<file path="config.mk">
export PLATFORM = sky130hd
export DESIGN_NAME = mem_access_unit_flat
export DESIGN_NICKNAME = d
export VERILOG_FILES = /design/src/rtl/mem_access_unit_if.sv /design/src/rtl/mem_access_unit.sv /design/src/flat_wrapper.sv
export SDC_FILE = /design/constraint.sdc
export NUM_CORES = 1
export LEC_CHECK = 0
export CAP_MARGIN = 10
export CORE_AREA = 3 3 123 78
export CTS_CLUSTER_SIZE = 16
export DETAILED_ROUTE_END_ITERATION = 10
export DIE_AREA = 0 0 126 81
export PLACE_DENSITY_LB_ADDON = 0.25
export REMOVE_ABC_BUFFERS = 1
export SETUP_SLACK_MARGIN = 0.15
export SLEW_MARGIN = 20
export SYNTH_ARGS = -nofsm -noshare
export SYNTH_HDL_FRONTEND = slang
export SYNTH_SLANG_ARGS = --single-unit
</file>
<file path="constraint.sdc">
create_clock -name clk -period 7.5 [get_ports clk]
set_clock_uncertainty 0.2 [all_clocks]
set_input_delay 0.75 -clock clk [delete_from_list [all_inputs] [get_ports clk]]
set_output_delay 0.75 -clock clk [all_outputs]
set_load 0.01 [all_outputs]
</file>
<file path="src/rtl/mem_access_unit_if.sv">
// rtl/mem_access_unit_if.sv - data-memory bus between the memory-access stage and data memory
// The unit drives requests through the master modport; the memory answers through slave.
interface mem_access_unit_if #(
    parameter int DATA_WIDTH = 16
);
    logic                  req;
    logic                  we;
    logic [DATA_WIDTH-1:0] addr;
    logic [DATA_WIDTH-1:0] wdata;
    logic                  ready;
    logic [DATA_WIDTH-1:0] rdata;

    modport master (
        output req,
        output we,
        output addr,
        output wdata,
        input  ready,
        input  rdata
    );

    modport slave (
        input  req,
        input  we,
        input  addr,
        input  wdata,
        output ready,
        output rdata
    );
endinterface

</file>
<file path="src/rtl/mem_access_unit.sv">
// rtl/mem_access_unit.sv - LC-3 memory-access stage for LD/LDR/LDI/ST/STR/STI
// Indirect ops fetch a pointer at EA first; loads return data and the NZP condition code.
module mem_access_unit #(
    parameter int DATA_WIDTH     = 16,
    parameter int TIMEOUT_CYCLES = 255
) (
    input  logic                  clk,
    input  logic                  rst,
    input  logic                  start_i,
    input  logic [1:0]            op_i,
    input  logic [DATA_WIDTH-1:0] ea_i,
    input  logic [DATA_WIDTH-1:0] store_data_i,
    mem_access_unit_if.master     mem,
    output logic                  busy_o,
    output logic                  done_o,
    output logic                  err_o,
    output logic [DATA_WIDTH-1:0] load_data_o,
    output logic [2:0]            nzp_o
);
    localparam int CW = (TIMEOUT_CYCLES > 0) ? $clog2(TIMEOUT_CYCLES + 1) : 1;

    typedef enum logic [1:0] {S_IDLE, S_IND, S_ACC, S_DONE} state_t;

    state_t                state_q, state_d;
    logic [1:0]            op_q, op_d;
    logic [DATA_WIDTH-1:0] ea_q, ea_d, sdata_q, sdata_d, ptr_q, ptr_d;
    logic [CW-1:0]         wait_q, wait_d;
    logic                  req_q, req_d, we_q, we_d;
    logic                  busy_q, busy_d, done_q, done_d, err_q, err_d;
    logic [DATA_WIDTH-1:0] addr_q, addr_d, wdata_q, wdata_d, load_q, load_d;
    logic [2:0]            nzp_q, nzp_d;
    logic                  accept, xfer, timeout;

    // req_q is high exactly in IND/ACC, so it doubles as the "transaction open" flag
    assign accept  = start_i && (state_q == S_IDLE || state_q == S_DONE);
    assign xfer    = req_q && mem.ready;
    assign timeout = (TIMEOUT_CYCLES != 0) && req_q && !mem.ready
                     && (wait_q == CW'(TIMEOUT_CYCLES - 1));

    always_ff @(posedge clk) begin
        if (rst) begin
            state_q <= S_IDLE;
            op_q    <= '0;
            ea_q    <= '0;
            sdata_q <= '0;
            ptr_q   <= '0;
            wait_q  <= '0;
            req_q   <= 1'b0;
            we_q    <= 1'b0;
            busy_q  <= 1'b0;
            done_q  <= 1'b0;
            err_q   <= 1'b0;
            addr_q  <= '0;
            wdata_q <= '0;
            load_q  <= '0;
            nzp_q   <= 3'b010;
        end else begin
            state_q <= state_d;
            op_q    <= op_d;
            ea_q    <= ea_d;
            sdata_q <= sdata_d;
            ptr_q   <= ptr_d;
            wait_q  <= wait_d;
            req_q   <= req_d;
            we_q    <= we_d;
            busy_q  <= busy_d;
            done_q  <= done_d;
            err_q   <= err_d;
            addr_q  <= addr_d;
            wdata_q <= wdata_d;
            load_q  <= load_d;
            nzp_q   <= nzp_d;
        end
    end

    always_comb begin
        state_d = state_q;
        case (state_q)
            S_IDLE, S_DONE: state_d = accept ? (op_i[0] ? S_IND : S_ACC) : S_IDLE;
            S_IND: begin
                if (xfer)         state_d = S_ACC;
                else if (timeout) state_d = S_DONE;
            end
            S_ACC: begin
                if (xfer || timeout) state_d = S_DONE;
            end
            default: state_d = S_IDLE;
        endcase
    end

    // Outputs are computed from the next state so every port comes straight from a flop
    always_comb begin
        op_d    = op_q;
        ea_d    = ea_q;
        sdata_d = sdata_q;
        ptr_d   = ptr_q;
        load_d  = load_q;
        wait_d  = wait_q;
        addr_d  = addr_q;
        wdata_d = wdata_q;
        if (accept) begin
            op_d    = op_i;
            ea_d    = ea_i;
            sdata_d = store_data_i;
        end
        if (state_q == S_IND && xfer) ptr_d = mem.rdata;
        if (state_q == S_ACC && xfer && !op_q[1]) load_d = mem.rdata;
        if (xfer || timeout) wait_d = '0;
        else if (req_q)      wait_d = wait_q + CW'(1);

        req_d  = (state_d == S_IND) || (state_d == S_ACC);
        busy_d = req_d;
        done_d = (state_d == S_DONE);
        err_d  = timeout;
        we_d   = (state_d == S_ACC) && op_d[1];
        if (state_d == S_IND)      addr_d = ea_d;
        else if (state_d == S_ACC) addr_d = op_d[0] ? ptr_d : ea_d;
        if (state_d == S_ACC)      wdata_d = sdata_d;

        if (load_d[DATA_WIDTH-1]) nzp_d = 3'b100;
        else if (load_d == '0)    nzp_d = 3'b010;
        else                      nzp_d = 3'b001;
    end

    assign mem.req     = req_q;
    assign mem.we      = we_q;
    assign mem.addr    = addr_q;
    assign mem.wdata   = wdata_q;
    assign busy_o      = busy_q;
    assign done_o      = done_q;
    assign err_o       = err_q;
    assign load_data_o = load_q;
    assign nzp_o       = nzp_q;
endmodule

</file>
<file path="src/flat_wrapper.sv">
// flat-port wrapper written by rule: the top's interface ports become plain ports
module mem_access_unit_flat 
#(
    parameter int DATA_WIDTH     = 16,
    parameter int TIMEOUT_CYCLES = 255
)
  (clk, rst, start_i, op_i, ea_i, store_data_i, busy_o, done_o, err_o, load_data_o, nzp_o, mem_req, mem_we, mem_addr, mem_wdata, mem_ready, mem_rdata);
  mem_access_unit_if #(.DATA_WIDTH(DATA_WIDTH)) mem_i ();
  input  logic clk;
  input  logic rst;
  input  logic start_i;
  input  logic [1:0] op_i;
  input  logic [DATA_WIDTH-1:0] ea_i;
  input  logic [DATA_WIDTH-1:0] store_data_i;
  output logic busy_o;
  output logic done_o;
  output logic err_o;
  output logic [DATA_WIDTH-1:0] load_data_o;
  output logic [2:0] nzp_o;
  output wire logic [$bits(mem_i.req)-1:0] mem_req;
  output wire logic [$bits(mem_i.we)-1:0] mem_we;
  output wire logic [$bits(mem_i.addr)-1:0] mem_addr;
  output wire logic [$bits(mem_i.wdata)-1:0] mem_wdata;
  input wire logic [$bits(mem_i.ready)-1:0] mem_ready;
  input wire logic [$bits(mem_i.rdata)-1:0] mem_rdata;
  assign mem_req = mem_i.req;
  assign mem_we = mem_i.we;
  assign mem_addr = mem_i.addr;
  assign mem_wdata = mem_i.wdata;
  assign mem_i.ready = mem_ready;
  assign mem_i.rdata = mem_rdata;
  mem_access_unit #(.DATA_WIDTH(DATA_WIDTH), .TIMEOUT_CYCLES(TIMEOUT_CYCLES)) u_core (.clk(clk), .rst(rst), .start_i(start_i), .op_i(op_i), .ea_i(ea_i), .store_data_i(store_data_i), .mem(mem_i), .busy_o(busy_o), .done_o(done_o), .err_o(err_o), .load_data_o(load_data_o), .nzp_o(nzp_o));
endmodule
</file>
Word-level counts from Yosys, hierarchy flattened. Index checks and enable logic that the tools add are counted.

Word-level logic and storage cells: 58. Latch bits: 0. Output and inout bits: 56. Memories kept: 0. Memory bits (read-only): 0. Bits in registers: 115. Input port bits: 54. Bits in writable memories: 0.

Reductions and logical operators: 19. Div/mod/pow operators: 0. $add $sub $neg: 1. $mul: 0. $lt $le $gt $ge: 0. Bitwise gates (word level): 0. Eq/ne operators: 7. Shift operators: 0. Multiplexer cells: 16.

Operators by type and width (count): two-way mux 16 bit (7); logical NOT 16 bit (1); two-way mux 2 bit (7); adder 8 x 1 -> 8 bit (second input constant) (1); == test 2 bit (second input constant) (4); == test 8 bit (second input constant) (1); logical AND 1 bit (8); one-hot mux 2 bit (3 select lines) (1); OR reduction 2 bit (3); == test 2 x 1 -> 1 bit (second input constant) (2); logical OR 1 bit (3); two-way mux 3 bit (1); logical NOT 1 bit (2); logical NOT 2 bit (1); nonzero test 2 bit (1).

Longest topological paths before layout.
Depth after elaboration: 9. Mapped depth: 10. Mapped depth without buffers: 8.

Worst setup path after synthesis. Ideal clock, no wire load.

Path kind: input to register. Start: input start_i. End: register u_core.addr_q[12], in the netlist u_core.mem.addr[12]. Path slack: 5.068 ns. Setup time: 0.128 ns. Arrival: 2.105 ns. Cell stages on the path: 7. Buffers on the path: 1. Data required time: 7.172 ns. Cells stage by stage: nand2_2 > nor2_1 > o41ai_4 > xnor2_2 > buf_6 > a222oi_1 > nor2_1.

Longest elaborated chain between the ends: 5. Elaborated cells between the ends (all ways): 11. Those cells by class: 2 x eq/ne; 7 x mux; 2 x reduce/logical.

RTL lines: start, declared (line flat_wrapper.sv:11) `input logic start_i;`; logical AND 1 bit * (line mem_access_unit.sv:35) `assign accept = start_i && (state_q == S_IDLE || state_q == S_DONE);`; two-way mux 2 bit, or another cell as far along (line mem_access_unit.sv:79) `S_IDLE, S_DONE: state_d = accept ? (op_i[0] ? S_IND : S_ACC) : S_IDLE;`; one-hot mux 2 bit (3 select lines) / two-way mux 16 bit (equally long branches) (line mem_access_unit.sv:78, mem_access_unit.sv:117); == test 2 x 1 -> 1 bit, or another cell as far along (line mem_access_unit.sv:116) `if (state_d == S_IND) addr_d = ea_d;`; two-way mux 16 bit / nonzero test 2 bit (equally long branches); end signal, assigned (line mem_access_unit.sv:69) `addr_q <= addr_d;`; end, declared (line mem_access_unit.sv:30) `logic [DATA_WIDTH-1:0] addr_q, addr_d, wdata_q, wdata_d, load_q, load_d;`.

Mark *: on every way between the ends. The rest lies on a longest branch, timed or not. The select of a mux whose other input is x is not followed. A chain may end at the register's enable or synchronous reset.

Worst setup path after layout.
Start: input start_i. End: register u_core.addr_q[2], in the netlist u_core.mem.addr[2].

Same word-level chain as after synthesis.

==> metrics.txt <==
outcome finished clean; Worst EP required roughly 7.6 ns; mux contribution to synthesized area around 15%; placed insts 635; Seq/Total Area, Yosys 52.0%; first-pass GRT wire length 17900 um; largest net degree at the start of global routing 68; Synth Area in Compound Gates 10.3%; global route overflow 0; DP HPWL between 7000 and 8000 um; Post-Synth Simple-Gate Area between 10% and 20%; cells on worst reg2reg path 8; Hold Path Origin u_core.sdata_q[0]; crit start category input pin; Hold Path Depth 2; die height just over 80 um; Min-Delay Path Class register to register; Max FO, Critical Path 35; Synth Area in XOR/XNOR around 1.8%; Synth Warn # 0; RR Endpoint u_core.mem.addr[2]; setup TNS 0 ns; Synth Register Bits 114; r2r setup slk 3.86 ns; Final GP Congestion between 0.7 and 0.8; vias in the first global route 3567; core area 8460 um^2; Routed Antenna Nets 0; final setup violation count 0; CP Capture Type register; root buf cell clkbuf_16; Reg2Reg Launch Point u_core.state_q[0]; WHS Endpoint u_core.sdata_q[0]; fmax 273 MHz; final hold vios 0; Post-Layout Cell Count about 670; GRT Util Overall 22.1%; Distinct cells, synth 36; number of DRC markers in iteration 0 roughly 440; mapped cell area 4390 um^2; WL/cell 16.2 um; fin. max-slew vios 0; Final Cycle Share 48.8%; # rows 26; Nets 602; antenna violations before repair 0; Cells after Synth 443; Clock Sinks 114; Filler cells 583; adder-cell share of the synthesized area under 10%; P per Cell Area between 200 and 300 nW/um^2; post-CTS setup buffer count 0; leakage roughly 2.6 nW; initial core utilization 51.9%; VDD IR max 0.242 mV; fin crit period 3.66 ns; RSZ-0062 raised after global routing no; router iterations before antenna repair 6; Worst Tran Pin Value approximately 1.0 ns; die footprint 10200 um^2; number of port buffers 109; final wirelength 10800 um; CTS Hold Bufs 0; Vias/cell 5.39; Clock Path Buffers 2; Area Growth Syn to Fin 40.6%; post_cts resized 0; H-Tree Depth 4; Arr. time, crit path 3.80 ns; share of layout cells above drive strength 1 between 10% and 20%; Max Cap Viol 0; Antenna Cells 0; DR vias about 3600; Die W 126 um; largest family of logic cells by synthesized area simple AND/OR/NAND/NOR gates; Clock transition at path regs 0.05 ns; Slew HR 30.0%; worst skew pair latency ~0.41 ns; I/O pin cnt 110; Hold Slack 0.289 ns; CTS tree built; DRC errors left 0; Setup CP Type input pin to register; Avg Synthesized Cell Area 9.91 um^2; TritonCTS Buffers 17
cell families after synthesis:
family / count (synthesis)
AND/OR/NAND/NOR: 156
XOR/XNOR: 8
flip-flops: 114
adder cells (fa/ha/maj): 5
multiplexers: 65
buffers and inverters: 36
AO/OA/AOI/OAI: 59
layout make-up:
type	instances	area, um^2	share of cell area (%)
Multi-Input combinational cell	293	1960	31.7
Tap cell	112	140	2.27
Clock inverter	11	183	2.96
Timing Repair Buffer	113	1130	18.3
Clock buffer	21	460	7.46
Sequential cell	114	2280	37.0
Inverter	4	15.0	0.243
cell usage in the layout, fill, tap and decap left out, types with 5 or more instances in the layout:
master,n
nand2_1,18
bufinv_16,5
mux2i_1,49
clkbuf_16,17
nand4_1,8
dfxtp_1,114
a222oi_1,16
clkinv_2,5
mux2_2,16
a211oi_1,17
nor2b_1,16
ha_1,5
clkdlybuf4s50_1,108
o21ai_0,16
nor2_1,98
critical path: stages:
cell	delay (ns)
clkdlybuf4s50_1	0.46
nand2_2	0.77
nor2_1	0.17
o41ai_4	0.59
o21a_1	0.65
a222oi_1	0.23
nor2_1	0.15
synthesized netlist by cell type (all sizes together):
master | n | share of area [%]
a222oi | 16 | 3.6
a21oi | 4 | 0.46
nor2 | 99 | 8.5
mux2 | 16 | 4.1
xnor2 | 4 | 0.97
a21boi | 1 | 0.17
o21a | 1 | 0.17
o211ai | 1 | 0.17
a211oi | 17 | 2.9
clkbuf | 18 | 1.5
or2 | 1 | 0.14
and2 | 2 | 0.29
and3 | 1 | 0.14
o21ba | 1 | 0.23
buf | 14 | 1.9
inv | 4 | 0.34
o21ai | 17 | 1.9
nand3 | 4 | 0.46
nor3 | 2 | 0.23
o41ai | 1 | 0.63
nor4 | 2 | 0.29
ha | 5 | 1.4
nand2 | 19 | 1.7
nand4b | 1 | 0.20
nor2b | 16 | 2.3
dfxtp | 114 | 52
nand4 | 8 | 1.1
mux2i | 49 | 11
nand2b | 1 | 0.14
xor2 | 4 | 0.80
stage by stage:
stage	area (um^2)	setup slack, ns	util, %	total power [mW]
after floorplan	4240	3.63	-	0.782
after global placement	5500	3.59	65.0	0.882
after detailed placement	5500	3.44	65.0	0.890
after CTS	6140	3.83	72.6	1.76
after global routing	6170	3.52	72.9	1.82
final	6170	3.84	72.9	1.76
state kept, by name (all words and copies together), names as in the netlist:
name,count
u_core.mem.wdata,16
u_core.state_q,2
u_core.mem.we,1
u_core.sdata_q,16
u_core.op_q,2
u_core.load_data_o,15
u_core.err_o,1
u_core.wait_q,8
u_core.mem.addr,16
u_core.done_o,1
u_core.ea_q,16
u_core.ptr_q,16
u_core.nzp_o,3
u_core.mem.req,1
report_power, final:
group	internal (mW)	leakage (nW)	switching [mW]
registers	0.642	0.928	0.0199
clock network	0.603	0.317	0.272
logic	0.113	1.37	0.109
worst max-delay path by stage:
| stage | startpoint | end | cells past startpoint |
|---|---|---|---|
| 6_report | start_i | u_core.mem.addr[2] | 7 |
| 5_1_grt | u_core.state_q[0] | u_core.mem.addr[2] | 8 |
| 4_1_cts | start_i | u_core.mem.addr[14] | 7 |
| 3_5_place_dp | start_i | u_core.mem.addr[2] | 7 |
| 3_3_place_gp | start_i | u_core.mem.addr[14] | 7 |
| 2_1_floorplan | start_i | u_core.mem.addr[14] | 6 |
routing by layer:
metal  part of all wire, %  global-route usage [%]
met5                     0                       0
met4                   1.5                    7.92
met3                   9.0                    6.96
met2                    43                    32.9
met1                    46                    30.5
(Power assumes the default switching activity.)
==> RTL edit 1: new RTL, config.mk and constraints unchanged <==
Put one more register stage on the output `err_o`, cleared by the reset. The value now appears one clock later. The other outputs are not delayed to match.
--- a/src/rtl/mem_access_unit.sv
+++ b/src/rtl/mem_access_unit.sv
@@ -130,3 +130,9 @@
     assign done_o      = done_q;
-    assign err_o       = err_q;
+    always_ff @(posedge clk) begin
+        if (rst) begin
+            err_o <= '0;
+        end else begin
+            err_o <= err_q;
+        end
+    end
     assign load_data_o = load_q;
Formal check against the unedited RTL: same outputs for any inputs over 10 cycles, from zero or initial values and one cycle with rst high; that may be too few to reach the edited logic, so the function may still have changed.
==> RTL edit 1 against the unedited design <==
- routed wire length up 0.53%
- sequential cell count up 1
- synthesized area up 0.60%
- via count down 1.6%
- sequential share of layout area up 0.54 points
- cell area down 0.57%
- setup slack better by 0.0012 ns
- power down 5.8%
- critical path type is now flop to flop
- critical endpoint is now u_core.mem.addr[7]
- largest power group unchanged
==> RTL edit 1: results <==
[place]
place_area_mm2 = 0.005528
routabilityCongestion = 0.8114
hpwl_um = 7201
dpl.cell_count = 637
dpl_worst_slack_ns = 3.492

[timing]
hold_ws_ns = 0.2445
timing.fmax_ghz = 0.2731
worst_pin_slew_ns = 1.020
maxSlewViolCount = 0

[cts]
cts_root_buffer = clkbuf_16
cts_setup_buffers = 0
cts_tree = built

[global_routing]
grt_usage_pct = 21.94
grt_max_degree = 62
grt_pass1_wl_um = 17390

[layout]
clkbuf_count = 26
n_fill_cell = 619
drive_gt1_share_pct = 10.25
seq_area_share_pct = 37.53
n_all_buffers = 113
multi_input_area_share_pct = 32.02
inv_count = 4
nets = 604
multi_input_gates = 294
seq_area_mm2 = 0.002302
final-nonclk-buf-share_pct = 18.56
design.seq.count = 115
clk_share_pct = 9.362

[detailed_routing]
wl_met2_um = 4852
first_pass_iters = 5
num_vias = 3545
drt_iter0_drc = 326
wl_met3_um = 672
drt_wl_total_um = 10900
wl_met1_um = 5193

[yosys]
synth_seq_area_share_pct = 52.15
synth_xor_area_share_pct = 1.757
yosys-top-cells-area = dfxtp_1 52%, mux2i_1 11%, nor2_1 8.4%, mux2_2 4.1%, a222oi_1 3.6%
syn_inst = 445
synth.area.mux_share_pct = 15.19
synth_compound_area_share_pct = 10.26
synthTopCellsByCount = 115 x dfxtp_1, 99 x nor2_1, 49 x mux2i_1, 18 x clkbuf_1, 18 x nand2_1
synth_fa_ha_area_share_pct = 1.417

[power]
peakVddDrop_mv = 0.1582
leakagePower_nw = 2.598

[worst_setup_path]
arrival_ns = 3.72
crit_start = u_core.state_q[0]
worstReg2RegEnd = u_core.mem.addr[7]
r2r_setup_slack_ns = 3.84

[run_status]
status = completed
## RTL edit 1: routing by layer
| layer | GRT usage (%) | vias up |
|---|---|---|
| met3 | 5.913 | 16 |
| met2 | 33.03 | 118 |
| met4 | 11.67 | 0 |
| li1 | - | 1754 |
| met5 | 0 | - |
| met1 | 29.07 | 1657 |
## RTL edit 1: power breakdown
part / switching [mW] / internal (mW)
registers: 0.0204 / 0.647
clock network: 0.255 / 0.511
logic: 0.109 / 0.114
## RTL edit 1: worst min-delay path by stage
stage / startpoint / endpoint / cells past startpoint
after global routing: u_core.err_q / u_core.err_o / 1
after detailed placement: u_core.err_q / u_core.err_o / 1
final: u_core.err_q / u_core.err_o / 1
after global placement: u_core.err_q / u_core.err_o / 1
after floorplan: u_core.err_q / u_core.err_o / 1
after CTS: u_core.err_q / u_core.err_o / 1
==> RTL edit 2: new RTL, same flow settings <==
Without the edit above. `TIMEOUT_CYCLES` is set to 255 in 2 places; all go to 510.
--- a/src/rtl/mem_access_unit.sv
+++ b/src/rtl/mem_access_unit.sv
@@ -4,3 +4,3 @@
     parameter int DATA_WIDTH     = 16,
-    parameter int TIMEOUT_CYCLES = 255
+    parameter int TIMEOUT_CYCLES = 510
 ) (
--- a/src/flat_wrapper.sv
+++ b/src/flat_wrapper.sv
@@ -4,3 +4,3 @@
     parameter int DATA_WIDTH     = 16,
-    parameter int TIMEOUT_CYCLES = 255
+    parameter int TIMEOUT_CYCLES = 510
 )
Function: same outputs for any inputs over 10 cycles, from zero or initial values and one cycle with rst high; that may be too few to reach the edited logic, so the function may still have changed.
==> RTL edit 2 against the unedited design <==
- combinational power is 5% lower
- cell area is 1.2% lower
- synthesized area is 1.0% higher
- setup slack better by 0.029 ns
- power is 8.0% lower
- routed wire length is 3.7% higher
- highest routed layer unchanged
- non-clock buffer count is 2 lower
- sequential cell count is 1 higher
==> RTL edit 2: results <==
[run_status]
status = completed

[cts]
cts_buffer_depth = 2
cts_setup_buffers = 0
clk_latency_ns = 0.41
cts_htree_levels = 4
cts_root_buffer = clkbuf_16
clkTransAtPathRegs_ns = 0.05
cts_resized = 0

[worst_setup_path]
arrival_ns = 3.68
cp_max_fo = 35
crit_path_end_kind = flop

[global_routing]
grt_max_degree = 107
grt_pass1_wl_um = 17800
antenna_found_initial = 0
grt_usage_pct = 22.50
grt_pass1_vias = 3563

[power]
leakagePower_nw = 2.572
switching_share_pct = 23.57
p_int_mw = 1.237
comb_power_share_pct = 13.0
peakVddDrop_mv = 0.1633
p_clk_share_pct = 45.9

[yosys]
avgSynthCellArea_um2 = 9.873
synth_seq_area_share_pct = 51.93
synth_cell_types = 36
yosys-top-cells-area = dfxtp_1 52%, mux2i_1 11%, nor2_1 8.6%, mux2_2 4.1%, a222oi_1 3.6%
synth_top_flop_cell = dfxtp_1
synthArstFlopShare_pct = 0
synthTopCellsByCount = 115 x dfxtp_1, 101 x nor2_1, 49 x mux2i_1, 20 x nand2_1, 18 x clkbuf_1

[detailed_routing]
drt_wl_total_um = 11240
vias_per_cell = 5.459
first_pass_iters = 9
drt_iter0_drc = 379

[layout]
final_cells = 671
drive_gt1_share_pct = 9.302
antennaDiodeCount = 0
nets = 606

[place]
routabilityCongestion = 0.7792
place_area_mm2 = 0.005545
hpwl_um = 7429
dpl_worst_slack_ns = 3.466
dpl.cell_count = 640

[timing]
worst_pin_slew_ns = 1.104
RTL edit 2: critical path, stage by stage, from the launching register on:
cell and delay [ns]:
dfxtp_1 0.34, inv_1 0.08, ha_1 0.40, nand2_2 0.76, nor2_1 0.17, o41ai_4 0.58, xnor2_2 0.38, a222oi_1 0.46
nor2_1 0.08
RTL edit 2: layout make-up:
cell class	instances	area, um^2
inverters	4	15.01
well taps	112	140.1
flip-flops and latches	115	2302
clock inverters	5	50.05
repair buffers	111	1104
multi-input cells	298	1984
fillers	606	2364
clock buffers	26	499.2
RTL edit 2: final timing paths:
path	start	endpoint	slack, ns	cells past startpoint
max	u_core.state_q[0]	u_core.mem.addr[13]	3.87	8
min	u_core.ptr_q[11]	u_core.ptr_q[11]	0.28	2
max reg2reg	u_core.state_q[0]	u_core.mem.addr[13]	3.87	8
min reg2reg	u_core.ptr_q[11]	u_core.ptr_q[11]	0.28	2
RTL edit 2: kinds of logic after synthesis:
| family | after synthesis | synth area share, % |
|---|---|---|
| xor+xnor | 9 | 1.947 |
| mux | 65 | 15.13 |
| simple gates | 160 | 15.72 |
| fa+ha+maj | 5 | 1.411 |
| compound gates | 59 | 10.30 |
| buf+inv | 36 | 3.556 |
| flops | 115 | 51.93 |
RTL edit 2: per-layer routing:
layer  vias to the layer above  global-route usage, %  share of wire, %
li1                       1770                      -                 -
met1                      1697                  30.15                45
met3                        17                  7.030               9.5
met2                       179                  34.04                45
met4                         0                  9.208               1.2
met5                         -                      0                 0
